--- src/rtl/plms_error_calc.sv ---
`default_nettype none
// ============================================================================
// Module      : plms_error_calc
// Description : PLMS complex error e = mu*(d_delayed - y), 2-stage saturating
//               pipeline plus training-burst FSM that tags samples for update.
// Revision    : 1.0 - initial release
// ============================================================================
module plms_error_calc #(
    parameter int W         = 18,
    parameter int TRAIN_LEN = 256,
    parameter int CNT_W     = 16
) (
    input  logic                 clk,
    input  logic                 rst,
    input  logic                 start,
    input  logic                 din_valid,
    input  logic signed [W-1:0]  dI,
    input  logic signed [W-1:0]  dQ,
    input  logic signed [W-1:0]  yI,
    input  logic signed [W-1:0]  yQ,
    input  logic        [2:0]    mu_shift,
    output logic signed [W-1:0]  eI,
    output logic signed [W-1:0]  eQ,
    output logic                 e_valid,
    output logic                 upd_en,
    output logic                 train_done,
    output logic [CNT_W-1:0]     sample_cnt
);

    localparam logic [1:0]       c_idle  = 2'd0;
    localparam logic [1:0]       c_train = 2'd1;
    localparam logic [1:0]       c_done  = 2'd2;
    localparam logic [CNT_W-1:0] c_last  = CNT_W'(TRAIN_LEN - 1);

    logic [1:0]             r_state;
    logic [CNT_W-1:0]       r_cnt;
    logic                   r_done;

    logic [1:0]             w_state_eff;
    logic [CNT_W-1:0]       w_cnt_eff;
    logic [1:0]             w_state_nx;
    logic [CNT_W-1:0]       w_cnt_nx;
    logic                   w_done_nx;
    logic                   w_tag;

    logic signed [W:0]      w_diff_i;
    logic signed [W:0]      w_diff_q;
    logic signed [W:0]      r_diff_i;
    logic signed [W:0]      r_diff_q;
    logic [2:0]             r_mu;
    logic                   r_tag;
    logic                   r_s1_valid;

    logic signed [W:0]      w_sh_i;
    logic signed [W:0]      w_sh_q;

    logic signed [W-1:0]    r_e_i;
    logic signed [W-1:0]    r_e_q;
    logic                   r_e_valid;
    logic                   r_upd_en;

    function automatic logic signed [W-1:0] sat(input logic signed [W:0] v);
        if (v[W] != v[W-1])
            sat = v[W] ? {1'b1, {(W-1){1'b0}}} : {1'b0, {(W-1){1'b1}}};
        else
            sat = v[W-1:0];
    endfunction

    // A start in the same cycle is applied first, so the sample it arrives
    // with is counted as the first of the new burst.
    always_comb begin
        w_state_eff = start ? c_train : r_state;
        w_cnt_eff   = start ? '0 : r_cnt;
        w_state_nx  = w_state_eff;
        w_cnt_nx    = w_cnt_eff;
        w_done_nx   = start ? 1'b0 : r_done;
        w_tag       = (w_state_eff == c_train);
        case (w_state_eff)
            c_idle: begin
                w_cnt_nx = '0;
            end
            c_train: begin
                if (din_valid) begin
                    w_cnt_nx = w_cnt_eff + 1'b1;
                    if (w_cnt_eff == c_last) begin
                        w_state_nx = c_done;
                        w_done_nx  = 1'b1;
                    end
                end
            end
            c_done: begin
                w_state_nx = c_done;
            end
            default: begin
                w_state_nx = c_idle;
                w_cnt_nx   = '0;
                w_done_nx  = 1'b0;
            end
        endcase
    end

    always_ff @(posedge clk or posedge rst) begin
        if (rst) begin
            r_state <= c_idle;
            r_cnt   <= '0;
            r_done  <= 1'b0;
        end else begin
            r_state <= w_state_nx;
            r_cnt   <= w_cnt_nx;
            r_done  <= w_done_nx;
        end
    end

    // One guard bit makes the difference exact.
    assign w_diff_i = {dI[W-1], dI} - {yI[W-1], yI};
    assign w_diff_q = {dQ[W-1], dQ} - {yQ[W-1], yQ};

    always_ff @(posedge clk or posedge rst) begin
        if (rst) begin
            r_s1_valid <= 1'b0;
            r_diff_i   <= '0;
            r_diff_q   <= '0;
            r_mu       <= '0;
            r_tag      <= 1'b0;
        end else begin
            r_s1_valid <= din_valid;
            if (din_valid) begin
                r_diff_i <= w_diff_i;
                r_diff_q <= w_diff_q;
                r_mu     <= mu_shift;
                r_tag    <= w_tag;
            end
        end
    end

    assign w_sh_i = r_diff_i >>> r_mu;
    assign w_sh_q = r_diff_q >>> r_mu;

    always_ff @(posedge clk or posedge rst) begin
        if (rst) begin
            r_e_i     <= '0;
            r_e_q     <= '0;
            r_e_valid <= 1'b0;
            r_upd_en  <= 1'b0;
        end else begin
            r_e_valid <= r_s1_valid;
            r_upd_en  <= r_s1_valid & r_tag;
            if (r_s1_valid) begin
                r_e_i <= sat(w_sh_i);
                r_e_q <= sat(w_sh_q);
            end
        end
    end

    assign eI         = r_e_i;
    assign eQ         = r_e_q;
    assign e_valid    = r_e_valid;
    assign upd_en     = r_upd_en;
    assign train_done = r_done;
    assign sample_cnt = r_cnt;

endmodule
`default_nettype wire

--- config.mk ---
export PLATFORM = sky130hd
export DESIGN_NAME = plms_error_calc
export DESIGN_NICKNAME = d
export VERILOG_FILES = /design/src/rtl/plms_error_calc.sv
export SDC_FILE = /design/constraint.sdc
export NUM_CORES = 1
export LEC_CHECK = 0
export CORE_ASPECT_RATIO = 0.7
export CORE_UTILIZATION = 54
export DETAILED_ROUTE_END_ITERATION = 8
export MAX_ROUTING_LAYER = met4
export PLACE_DENSITY = 0.82
export SYNTH_ARGS = -nofsm -noshare
export SYNTH_HDL_FRONTEND = slang
export SYNTH_SLANG_ARGS = --single-unit
--- constraint.sdc ---
create_clock -name clk -period 3.36 [get_ports clk]
set_clock_uncertainty 0.1 [all_clocks]
set_input_delay 0.336 -clock clk [delete_from_list [all_inputs] [get_ports clk]]
set_output_delay 0.336 -clock clk [all_outputs]
set_load 0.005 [all_outputs]
==> metrics, run 1 <==
Clock Latency Late Sink=between 0.3 and 0.4 ns; GRT Util Overall=27.33%; global-route wire length before repair=between 20 and 30 mm; met3 WL=around 1.3 mm; Final setup viols=0; largest fanout on the critical path=19; Seq/Total Area, Yosys=about a third; Post-synth EDFFs=0; critical path type=flip-flop to flip-flop; CTS root buffer=clkbuf_16; Post-CTS Resized=0; CTS tree=yes; Synth-to-Final Area Change=23.68%; Post-CTS Setup Repair Bufs=0; CTS Sinks=100; RePlAce Congestion=0.9235; Worst Path Arrival=2.90 ns; Layout Utilization=69.54%; Top Ports=134; post-detail-place hpwl=13.87 mm; max-slew violation count=0; crit-path leading delay family=adder cells; synthesized area per cell=8.602 µm²; Starting DRT DRC Count=just under 600; Crit path buffers/inverters=1; async set-reset flop share out of synthesis=100.0%; FILL cells=1,060; most common cell after layout, fill and taps aside=clkdlybuf4s50_1; status=complete, no violations; vias in the first global route=roughly 5,900; final WL=about 18 mm; mapped cell area=0.007510 mm²; share of cells above drive strength 1=8.333%; max layer used=met4; static leakage=4.128 nW; multi-input logic area=0.004533 mm²; Port Buffers=~130; register bit total from synthesis=100; Slew HR=between 40 and 50%; fin nets=around 1,100; H-tree lvl count=3; cells along the critical path=nor3_1 -> mux2i_1 -> ha_1 -> nor2b_1 -> buf_4 -> a311oi_1 -> a21o_1; total congestion overflow=0; antenna viol nets, final=0; detailed-route via count=6,814; Yosys cell types=62; Core Region=0.01336 mm²; antenna cells=0; Syn Nets=around 1,000; final worst-path cycle share=80.63%; DRC viols=0; fmax=369.1 MHz; crit start category=flip-flop; clk buf depth=2; CP required=between 3 and 4 ns; Peak VDD IR=0.3333 mV; fin crit period=2.709 ns; commonest cells after routing, fill and taps aside=132 x clkdlybuf4s50_1, 99 x dfrtp_1, 86 x nand2_1; Worst Max-Slew Pin Slew=0.8155 ns; met2 routed WL=7.305 mm; largest net degree at the start of global routing=55; worst min path class=primary input to flip-flop; top_reg_cell synth=dfrtp_1; DR pass1 iterations=7; vias per inst=5.829; dpl ws=0.3247 ns; Final Hold Vio Count=0; worst hold margin=0.1173 ns; Routed WL per cell=about 16 µm; DIE AREA=0.01439 mm²; CTS buffer count=9; Worst path slowest cell=ha_1; FF+latch area=0.002504 mm²; RSZ-0062 raised after global routing=no; Final WS setup=0.6509 ns; row count=35; chip height=between 100 and 150 µm; Post-Synthesis Cells=between 800 and 900; PD cells=469.8 mW/mm²; Die Wd=143.0 µm; Setup crit end kind=flip-flop; initial antenna violation count=0; starting density of the core=56.22%; Max-Cap Viols=0; Ys Warns=0; met1 WL=9.756 mm; CTS Hold Bufs=0; total negative slack=0 ns; Crit path largest cell delay=between 0.6 and 0.7 ns; clk slew on worst S/H paths=0.07 ns
==> power breakdown <==
group          leakage (nW)  internal [mW]  switching (mW)
Combinational          2.77          0.855           0.816
Clock                 0.146          0.600           0.453
Sequential             1.22           1.44           0.195
Total                  4.13           2.90            1.46
==> final timing paths <==
kind | to | slack, ns | cells past startpoint | from
setup reg to reg | eI[9]$_DFFE_PP0P_ | 0.65 | 7 | r_mu[0]$_DFFE_PP0P_
max in group asynchronous | r_diff_q[18]$_DFFE_PP0P_ | 2.23 | 3 | rst
hold reg to reg | r_state[1]$_DFF_PP0_ | 0.38 | 1 | r_state[0]$_DFF_PP0_
hold / removal | r_s1_valid$_DFF_PP0_ | 0.12 | 1 | din_valid
setup / recovery | eI[9]$_DFFE_PP0P_ | 0.65 | 7 | r_mu[0]$_DFFE_PP0P_
min in group asynchronous | sample_cnt[6]$_DFF_PP0_ | 0.22 | 2 | rst
==> cell usage after synthesis (3+ instances only) <==
library cell / instances / share of area (%)
mux2_2: 27 / 4.0
a21oi_1: 61 / 4.1
o211ai_1: 17 / 1.7
nand2_1: 86 / 4.3
o311ai_0: 6 / 0.70
nand3b_1: 3 / 0.30
o21ai_0: 47 / 3.1
buf_2: 7 / 0.47
o2111ai_1: 5 / 0.58
or2_2: 3 / 0.25
a21o_1: 35 / 3.5
o31ai_1: 9 / 0.90
nor3_1: 12 / 0.80
nor4_1: 6 / 0.50
xnor2_1: 11 / 1.3
mux4_2: 9 / 2.7
a31oi_1: 11 / 0.92
o21a_1: 5 / 0.50
a311oi_1: 15 / 1.7
mux2i_1: 27 / 3.6
a2111oi_0: 3 / 0.35
inv_1: 65 / 3.2
and2_1: 7 / 0.58
dfrtp_1: 100 / 33
nand3_1: 28 / 1.9
inv_2: 3 / 0.15
nor2b_1: 18 / 1.5
nand2b_1: 4 / 0.33
nor2_1: 59 / 2.9
o21bai_1: 6 / 0.60
nand4_1: 9 / 0.75
or3_1: 7 / 0.58
ha_1: 45 / 7.5
clkbuf_1: 40 / 2.0
a211oi_1: 24 / 2.4
buf_1: 5 / 0.25
and3_1: 9 / 0.75
xor2_1: 6 / 0.70
==> layout make-up <==
type / instances / area share, %
clock buffers: 11 / 2.614
clock inverters: 5 / 0.6466
inverters: 68 / 2.775
multi-input cells: 651 / 48.81
flip-flops and latches: 100 / 26.96
well taps: 185 / 2.492
repair buffers: 149 / 15.71
==> registers in the layout (all words and copies together) (netlist names) <==
signal      flops
upd_en          1
e_valid         1
train_done      1
eI             18
r_state         2
r_s1_valid      1
r_tag           1
sample_cnt     16
eQ             18
r_mu            3
r_diff_i       19
r_diff_q       19
==> layer usage <==
layer | GRT usage (%) | vias up
met5 | - | -
met1 | 44.18 | 3152
met2 | 35.20 | 260
met4 | 5.045 | 0
li1 | - | 3392
met3 | 4.038 | 10
==> logic make-up after synthesis <==
group           synth area share [%]
fa+ha+maj                      8.031
flops                          33.32
mux                            10.35
compound gates                 23.39
buf+inv                        6.314
simple gates                   16.61
xor+xnor                       1.983
==> per-stage QoR <==
step / total power, mW / cells / area [µm²]
floorplan: 2.626 / 873 / 7510
global placement: 3.257 / 1153 / 8985
detailed placement: 3.301 / 1153 / 8985
CTS: 4.356 / 1169 / 9288
global route: 4.606 / 1169 / 9288
finish: 4.363 / 1169 / 9288
Power figures use the tool's default switching activity.
==> run 2, diff against run 1 <==
clock period = 2.5 ns   (was 3.36 ns; I/O delays follow)
==> run 2 against run 1 <==
  * Via count grew 4.7%
  * Highest routed layer unchanged
  * Register-to-register slack lost 0.40 ns
  * Clock power grew 38%
==> metrics, run 2 (synthesized netlist as in run 1, its figures left out) <==
starting density of the core=56.22%; CP required=about 2.7 ns; global-route wire length before repair=31.99 mm; fin crit period=approximately 2.4 ns; DRC viols=0; Starting DRT DRC Count=around 780; reg2reg path depth=6; fin area=0.009717 mm²; worst hold margin=between 0.2 and 0.3 ns; Port Buffers=about 130; fmax=~420 MHz; FILL cells=1,009; CTS Hold Bufs=0; dpl cell area=0.009358 mm²; vias per inst=5.868; CTS Sinks=100; clk slew on worst S/H paths=0.07 ns; H-tree lvl count=3; total congestion overflow=0; CTS buffer count=9; Die Wd=143.0 µm; fin nets=1,152; Layout Utilization=72.75%; final worst-path cycle share=a little over nine tenths; DIE AREA=0.01439 mm²; vias in the first global route=between 6,000 and 7,000; Final WS setup=roughly 0.11 ns; PD cells=620.4 mW/mm²; Tot Pwr=6.028 mW; Routed WL per cell=15.83 µm; crit start category=primary input; CTS tree=yes; static leakage=4.377 nW; initial antenna violation count=0; CTS root buffer=clkbuf_16; Setup crit end kind=flip-flop; RePlAce Congestion=0.9236; antenna viol nets, final=0; Slew HR=53.29%; Top Ports=134; GRT Util Overall=28.98%; Worst Max-Slew Pin Slew=~0.7 ns; Final Hold Vio Count=0; Inst Count DP=between 1,000 and 1,500; Cell Count, Final, Fillers Out=1,216; Final setup viols=0; DR pass1 iterations=6; Core Region=between 0.01 and 0.015 mm²; Clock Latency Late Sink=0.35 ns; Synth-to-Final Area Change=29.39%; row count=35; Peak VDD IR=around 0.34 mV; RSZ-0062 raised after global routing=no; commonest cells after routing, fill and taps aside=130 x clkdlybuf4s50_1, 99 x dfrtp_1, 86 x nand2_1; worst min path class=primary input to asynchronous set/reset pin; final WL=just under 20 mm; antenna cells=0; critical path type=primary input to flip-flop; largest fanout on the critical path=4; detailed-route via count=7,135; clk buf depth=2; max-slew violation count=0; Largest regs=r_diff_i (19), r_diff_q (19); chip height=100.7 µm; Worst Path Arrival=2.54 ns; dpl ws=-0.3749 ns; status=complete, no violations; post-detail-place hpwl=14.49 mm; total negative slack=0 ns; most common cell after layout, fill and taps aside=clkdlybuf4s50_1; Max-Cap Viols=0; share of cells above drive strength 1=13.58%; largest net degree at the start of global routing=101
-- run 2: where the power goes --
| part | leakage [nW] | switching (mW) | internal, mW |
|---|---|---|---|
| combinational | 3.01 | 1.14 | 1.25 |
| sequential | 1.22 | 0.261 | 1.94 |
| clock | 0.152 | 0.614 | 0.832 |
| total | 4.38 | 2.01 | 4.02 |
-- run 2: routing by layer --
| layer | share of wire, % | vias up | track usage, % |
|---|---|---|---|
| met5 | 0 | - | - |
| met4 | 1.2 | 0 | 6.617 |
| met3 | 7.7 | 25 | 5.036 |
| met2 | 40 | 291 | 38.61 |
| met1 | 51 | 3342 | 44.85 |
| li1 | - | 3477 | - |
-- run 2: worst paths after layout --
kind	endpoint	from	slack [ns]
max	r_diff_i[16]$_DFFE_PP0P_	dI[1]	0.11
min reg2reg	eQ[3]$_DFFE_PP0P_	eQ[3]$_DFFE_PP0P_	0.38
max reg2reg	eQ[9]$_DFFE_PP0P_	r_mu[1]$_DFFE_PP0P_	0.25
min in group clk	r_diff_i[0]$_DFFE_PP0P_	yI[0]	0.31
max in group asynchronous	r_mu[1]$_DFFE_PP0P_	rst	1.58
min	sample_cnt[4]$_DFF_PP0_	rst	0.30
-- run 2: final cells by class --
cell class              instances  area [µm²]  area share (%)
inverters                      68       259.0           2.665
clock buffers                  11       252.7           2.601
repair buffers                196        1822           18.75
well taps                     185       231.5           2.382
clock inverters                 5       60.06          0.6181
multi-input cells             651        4588           47.22
flip-flops and latches        100        2504           25.77
-- run 2: repair_timing --
| item | 4_1_cts | 5_1_grt |
|---|---|---|
| resized for setup | 6 | 6 |
| endpoints found under the setup margin | 1 | 8 |
| pin swaps | 8 | 0 |
| setup buffers | 2 | 0 |
-- run 2: worst max-delay path: stages --
cell and delay [ns]:
clkdlybuf4s50_1 0.47, fa_2 0.43, a21o_1 0.21, a221oi_2 0.34, o211a_4 0.25, nor4_4 0.04
or3_1 0.32, a31o_1 0.23
==> run 3, diff against run 2 <==
REMOVE_ABC_BUFFERS = 1   (was unset)
SKIP_CTS_REPAIR_TIMING = 1   (was unset)
==> run 3 against run 2 <==
  * Maximum frequency up 1.3%
  * Sequential share of layout area down 0.18 points
  * Count of clock-buffer cells in the layout down 2
  * Global-route usage up 0.052 points
  * Total power up 1.3%
  * Final cell count up 0.82%
  * First-iteration DRC count down 36%
  * Hold slack worse by 0.19 ns
  * Sequential cell count unchanged
  * Non-clock buffer count up 10
  * Via count up 1.4%
==> metrics, run 3 (synthesized netlist as in run 1, its figures left out) <==
Worst Max-Slew Pin Slew=approximately 0.8 ns; FF+latch area=between 0.002 and 0.003 mm²; Clock Latency Late Sink=0.34 ns; reg2reg path depth=5; vias per inst=5.904; fmax=422.9 MHz; fin crit period=approximately 2.4 ns; DIE AREA=0.01439 mm²; commonest cells after routing, fill and taps aside=128 x clkdlybuf4s50_1, 99 x dfrtp_1, 86 x nand2_1; Synth-to-Final Area Change=30.29%; FILL cells=992; GRT Util Overall=29.04%; DR pass1 iterations=5; fin nets=1,162; most common cell after layout, fill and taps aside=clkdlybuf4s50_1; total negative slack=0 ns; global-route wire length before repair=32.40 mm; vias in the first global route=6,529; initial antenna violation count=0; worst hold margin=between 0.1 and 0.15 ns; clk slew on worst S/H paths=0.07 ns; detailed-route via count=7,238; starting density of the core=56.22%; Max-Cap Viols=0; multi-input logic area=around 0.0046 mm²; share of cells above drive strength 1=around 14%; Worst Path Arrival=around 2.5 ns; Peak VDD IR=0.3372 mV; H-tree lvl count=3; crit start category=primary input; largest net degree at the start of global routing=51; Slew HR=47.50%; largest fanout on the critical path=4; clk buf depth=2; chip height=100.7 µm; worst reg2reg path startpoint=r_mu[1]$_DFFE_PP0P_; worst min path class=primary input to asynchronous set/reset pin; CP required=2.63 ns; CTS buffer count=9; critical path type=primary input to flip-flop; total congestion overflow=0; CTS Sinks=100; Largest regs=r_diff_i (19), r_diff_q (19); Final Hold Vio Count=0; RePlAce Congestion=between 0.9 and 1; max-slew violation count=0; reg2reg end=eQ[11]$_DFFE_PP0P_; Final setup viols=0; PD cells=623.8 mW/mm²; Setup crit end kind=flip-flop; static leakage=between 4 and 5 nW; antenna cells=0; Die Wd=143.0 µm; DRC viols=0; Port Buffers=133; R2R Setup Slk=0.16 ns; Routed WL per cell=16.04 µm; final WL=roughly 20 mm; post-detail-place hpwl=around 15 mm; Core Region=0.01336 mm²; CTS root buffer=clkbuf_16; status=complete, no violations; CTS tree=yes; antenna viol nets, final=0; Top Ports=134; final worst-path cycle share=around 95%; Starting DRT DRC Count=between 400 and 500; Layout Utilization=73.26%; row count=35
run 3: through the flow:
stage	total power, mW	instances	instance area (µm²)	worst slack [ns]
3_3_place_gp	4.484	1208	9398	-0.3960
5_1_grt	6.455	1226	9784	-0.009318
4_1_cts	6.083	1224	9723	-0.08521
3_5_place_dp	4.551	1208	9398	-0.4469
2_1_floorplan	3.480	819	7291	-0.7688
6_report	6.104	1226	9784	0.1354
run 3: metal layers:
metal | global-route usage [%] | share of wire [%]
met5 | - | 0
met4 | 5.790 | 0.85
met3 | 5.131 | 7.9
met2 | 41.73 | 43
met1 | 42.66 | 48
run 3: worst max path at each step:
stage,startpoint,endpoint,slack (ns),cells after the start
finish,dQ[0],r_diff_q[10]$_DFFE_PP0P_,0.14,11
detailed placement,yI[0],r_diff_i[16]$_DFFE_PP0P_,-0.45,11
global placement,yI[0],r_diff_i[16]$_DFFE_PP0P_,-0.40,11
CTS,yI[0],r_diff_i[16]$_DFFE_PP0P_,-0.09,11
floorplan,r_mu[1]$_DFFE_PP0P_,eI[11]$_DFFE_PP0P_,-0.77,6
global route,yI[4],r_diff_i[17]$_DFFE_PP0P_,-0.009,11
run 3: where the power goes:
group	switching, mW	internal [mW]
clock	0.634	0.885
sequential	0.278	1.94
combinational	1.12	1.24
run 3: final cells by class:
cell class | count | share of cell area (%)
inverters | 68 | 2.634
clock inverters | 7 | 1.023
flip-flops and latches | 100 | 25.59
repair buffers | 206 | 19.39
multi-input cells | 651 | 46.70
clock buffers | 9 | 2.302
well taps | 185 | 2.366
run 3: critical path, cell delays in order:
cell and delay [ns]:
clkdlybuf4s50_1 0.40, inv_1 0.06, ha_1 0.16, inv_1 0.06, fa_1 0.38, a21o_1 0.19, a21o_1 0.22, a31oi_2 0.24
and2_4 0.21, xnor2_1 0.07, mux2_2 0.26
